==> src/rtl/sdram_arbiter.sv <==
// Single-port memory arbiter: serializes single-word USB and GBA requests onto one
// memory command port, GBA first, with a starvation counter guaranteeing USB progress.
module sdram_arbiter #(
  parameter int unsigned ADDR_W       = 32,
  parameter int unsigned DATA_W       = 32,
  parameter int unsigned STARVE_LIMIT = 16
) (
  input  logic              clk,
  input  logic              rst_n,
  input  logic [ADDR_W-1:0] usb_addr,
  input  logic              usb_wr,
  input  logic [DATA_W-1:0] usb_wr_data,
  output logic              usb_wr_ready,
  input  logic              usb_rd,
  output logic [DATA_W-1:0] usb_rd_data,
  output logic              usb_rd_valid,
  input  logic              gba_req,
  input  logic              gba_we,
  input  logic [ADDR_W-1:0] gba_addr,
  input  logic [DATA_W-1:0] gba_wdata,
  output logic              gba_ack,
  output logic [DATA_W-1:0] gba_rdata,
  output logic              mem_req,
  output logic              mem_we,
  output logic [ADDR_W-1:0] mem_addr,
  output logic [DATA_W-1:0] mem_wdata,
  input  logic              mem_ready,
  input  logic              mem_rvalid,
  input  logic [DATA_W-1:0] mem_rdata,
  output logic              grant_usb,
  output logic              busy
);

  localparam int unsigned CNT_W = $clog2(STARVE_LIMIT + 1);

  typedef enum logic [1:0] {IDLE, ISSUE, WAIT_RD, RESP} state_t;

  state_t           state, state_nxt;
  logic [CNT_W-1:0] starve_cnt, starve_nxt;
  logic             usb_pend, starved, take_usb, take_gba, own_usb_busy;

  assign usb_pend     = usb_wr | usb_rd;
  assign starved      = (starve_cnt >= CNT_W'(STARVE_LIMIT));
  assign busy         = (state != IDLE);
  assign own_usb_busy = busy & grant_usb;

  assign mem_req      = (state == ISSUE);
  assign gba_ack      = (state == RESP) & ~grant_usb;
  assign usb_wr_ready = (state == RESP) & grant_usb & mem_we;
  assign usb_rd_valid = (state == RESP) & grant_usb & ~mem_we & usb_rd;

  always_comb begin
    state_nxt = state;
    take_usb  = 1'b0;
    take_gba  = 1'b0;
    case (state)
      IDLE: begin
        if (usb_pend && starved) take_usb = 1'b1;
        else if (gba_req)        take_gba = 1'b1;
        else if (usb_pend)       take_usb = 1'b1;
        if (take_usb || take_gba) state_nxt = ISSUE;
      end
      ISSUE:   if (mem_ready) state_nxt = mem_we ? RESP : WAIT_RD;
      WAIT_RD: if (mem_rvalid) state_nxt = RESP;
      RESP:    if (!grant_usb || mem_we || usb_rd) state_nxt = IDLE;
      default: state_nxt = IDLE;
    endcase
  end

  // USB waiting on its own transaction is not starvation, so the counter only
  // advances while USB is pending and something else owns (or wins) the port.
  always_comb begin
    starve_nxt = starve_cnt;
    if (take_usb)
      starve_nxt = '0;
    else if (usb_pend && !own_usb_busy && !starved)
      starve_nxt = starve_cnt + CNT_W'(1);
  end

  always_ff @(posedge clk or negedge rst_n) begin
    if (!rst_n) begin
      state       <= IDLE;
      starve_cnt  <= '0;
      grant_usb   <= 1'b0;
      mem_we      <= 1'b0;
      mem_addr    <= '0;
      mem_wdata   <= '0;
      usb_rd_data <= '0;
      gba_rdata   <= '0;
    end else begin
      state      <= state_nxt;
      starve_cnt <= starve_nxt;
      if (take_usb) begin
        grant_usb <= 1'b1;
        mem_we    <= usb_wr;
        mem_addr  <= usb_addr;
        mem_wdata <= usb_wr_data;
      end else if (take_gba) begin
        grant_usb <= 1'b0;
        mem_we    <= gba_we;
        mem_addr  <= gba_addr;
        mem_wdata <= gba_wdata;
      end
      if (state == WAIT_RD && mem_rvalid) begin
        if (grant_usb) usb_rd_data <= mem_rdata;
        else           gba_rdata   <= mem_rdata;
      end
    end
  end

endmodule

==> config.mk <==
export PLATFORM = sky130hd
export DESIGN_NAME = sdram_arbiter
export DESIGN_NICKNAME = d
export VERILOG_FILES = /design/src/rtl/sdram_arbiter.sv
export SDC_FILE = /design/constraint.sdc
export NUM_CORES = 1
export LEC_CHECK = 0
export BUFFER_PORTS_ARGS = -buffer_cell sky130_fd_sc_hd__buf_4
export CAP_MARGIN = 25
export CORE_ASPECT_RATIO = 0.9
export CORE_MARGIN = 10
export CORE_UTILIZATION = 46
export DETAILED_ROUTE_END_ITERATION = 6
export PLACE_DENSITY = 0.8
export SKIP_CTS_REPAIR_TIMING = 1
export SYNTH_ARGS = -nofsm -noshare
export SYNTH_HDL_FRONTEND = slang
export SYNTH_SLANG_ARGS = --single-unit
==> constraint.sdc <==
create_clock -name clk -period 1.7 [get_ports clk]
set_input_delay 0.085 -clock clk [delete_from_list [all_inputs] [get_ports clk]]
set_output_delay 0.085 -clock clk [all_outputs]
set_load 0.005 [all_outputs]
==> results.md <==
- Final wirelength: 27800 um
- Core area: 0.0128 mm2
- Flop2flop setup slack: 0.02 ns
- Worst Setup SP: state[1]
- DRC Markers: 0
- Nets: 1182
- Num CTS Buffers: 17
- Status: finished, final reports clean
- Starting Density: 47.3%
- Initial antenna violation count: 2
- Synthesized netlist cell count: 547
- R2R depth: 6
- I/O Pins: 303
- Die Area: 0.0182 mm2
- Vias: 6533
- Pins over their slew limit: 0
- CTS tree: yes
- Synth area leaders: dfrtp_1, mux2_2, nand2_1, a31oi_2, nor2_1
- Post-Layout Inst Area: 0.0108 mm2
- Largest net degree at the start of global routing: 52
- Sequential area share after synthesis: 56.5%
- FF-to-FF Start: state[1]
- Skew-Pair Late Insertion Delay: 0.43 ns
- Max Freq: 596 MHz
- Die Width: 141 um
- WP data required: 2.04 ns
- Fin Setup TNS: 0 ns
- Period utilisation layout: 98.7%
- Crit Path Max Fanout: 30
- Final min period: 1.68 ns
- Commonest cells post-synth: dfrtp_1, nand2_1, nor2_1
- Via density: 5.49
- Post-synth EDFFs: 0
- H-tree Lvls: 4
- ANT nets after route: 0
- Final core occ: 84.5%
- Synth area leader: dfrtp_1
- Worst R2R End: mem_wdata[8]
- Fraction of layout cells with a size suffix above 1: 44.1%
- Placed cell areas: 0.00855 mm2
- Row cnt: 39
- Mapped Area: 0.00607 mm2
- GR Overflow Total: 0
- Die Height: 129 um
- Placer Congestion: 0.824
- Setup Skew: 0.0103 ns
- Top cell type's share of synthesized area: 56.5%
- Crit path launch type: flop
- Iter 0 DRT Violations: 556
- Sink Count: 137
- Slew of the pin with the lowest slew margin: 0.432 ns
- Max-Cap Viols: 0
- Power Dens Cells: 1710 mW/mm2
- WL per Instance: 23.4 um
- CTS root buffer: clkbuf_16
- Main synth FF type: dfrtp_1
- Async SR Flop Fraction: 100%
- Placed cells: 991
- Hold slack: 0.00567 ns
- Syn avg cell area: 11.1 um2
- CP endpoint kind: flop
- Leakage power total: 0.00508 uW
- Mapped Nets: 721
- Crit path arrival time: 2.01 ns
- Clk buf depth: 2
- # setup viols final: 0
- Flops & latches, synth: 137
- First-pass GRT wire length: 31300 um
- Final hold vios: 0
- Relative slew margins: 71.0%
- Yosys warns: 0
- Most numerous cell in the Yosys netlist: dfrtp_1
- Buffers on Ports: 302
- Crit path to: mem_wdata[8]
- DRT Pass-1 Iters: 6
- Total track usage: 22.0%
- Clk slew on worst S/H paths: 0.06 ns
- Class of the worst hold path: in2reg
- HPWL after DPL: 16100 um
- Final cell count without fillers: 1190
- Number of global-route vias before repair: 5691
- Post-synthesis cell type count: 33
- Area grow syn2layout: 78.6%
- Critical path class: reg2reg
- Peak supply drop: 976 uV
-- through the flow --
step / total power [uW] / worst slack, ns
after floorplan: 9510 / 0.216
after global placement: 13200 / 0.0973
after detailed placement: 13600 / 0.0204
after CTS: 17700 / -0.000299
after global routing: 19400 / -0.0637
final: 18500 / 0.0228
-- worst max-delay path: stages (launching register included) --
cell     delay [ns]
dfrtp_1        0.41
inv_1          0.12
ha_2           0.24
and3_4         0.25
buf_12         0.19
nand2_1        0.13
a31oi_2        0.23
-- flip-flops by register name, indices dropped and copies added, names as in the netlist --
name,count
mem_wdata,32
state,2
mem_addr,32
gba_rdata,32
mem_we,1
starve_cnt,5
usb_rd_data,32
grant_usb,1
-- final cells by class --
class                           count  area [um2]
Tap cell                          164         205
Timing Repair Buffer              478        4140
Clock inverter                     12         199
Clock buffer                       19         443
Antenna cell                        6        15.0
Multi-Input combinational cell    366        2390
Fill cell                         562        1990
Inverter                            8        30.0
Sequential cell                   137        3430
-- worst min path at each step --
stage,cells after the start,end,start
floorplan,0,gba_rdata[0],rst_n
global placement,1,mem_addr[6],rst_n
detailed placement,1,mem_addr[8],rst_n
CTS,1,usb_rd_data[3],rst_n
global route,3,mem_we,usb_wr
finish,3,mem_we,usb_wr
-- cells in the final DEF, fill, tap and decap left out, types with 2 or more instances in the layout --
| cell type | count |
|---|---|
| diode_2 | 6 |
| bufinv_16 | 5 |
| nand2_1 | 128 |
| mux2_2 | 65 |
| clkinv_2 | 2 |
| nand2b_1 | 2 |
| a31oi_1 | 33 |
| nor2_2 | 3 |
| clkbuf_16 | 17 |
| ha_1 | 5 |
| nor2_1 | 71 |
| a31oi_2 | 31 |
| inv_1 | 8 |
| xnor2_1 | 3 |
| buf_4 | 304 |
| dfrtp_1 | 137 |
| nor2b_1 | 2 |
| nand3_1 | 3 |
| buf_12 | 11 |
| clkinvlp_4 | 4 |
| dlygate4sd3_1 | 162 |
-- cells by family (layout without fill, tap and decap cells) --
group	count (synthesis)	count (layout)	synth area share, %
buffers and inverters	44	517	4.62
multiplexers	66	66	12.2
other	0	6	0
flip-flops	137	137	56.5
AND/OR/NAND/NOR	218	218	14.2
AO/OA/AOI/OAI	73	73	10.8
XOR/XNOR	3	3	0.433
adder cells (fa/ha/maj)	6	6	1.24
-- per-layer routing --
metal	part of all wire, %	wire, um	GRT usage [%]
met3	12	3250	11.2
met5	0	0	0
met4	3.6	1000	8.56
met1	35	9800	22.8
met2	49	13800	37.3
-- power by group --
group	total, uW	internal (uW)	switching, uW
registers	6120	4930	1180
clock network	4080	2630	1450
logic	8320	4400	3930
total	18500	12000	6560
(Power assumes the default switching activity.)
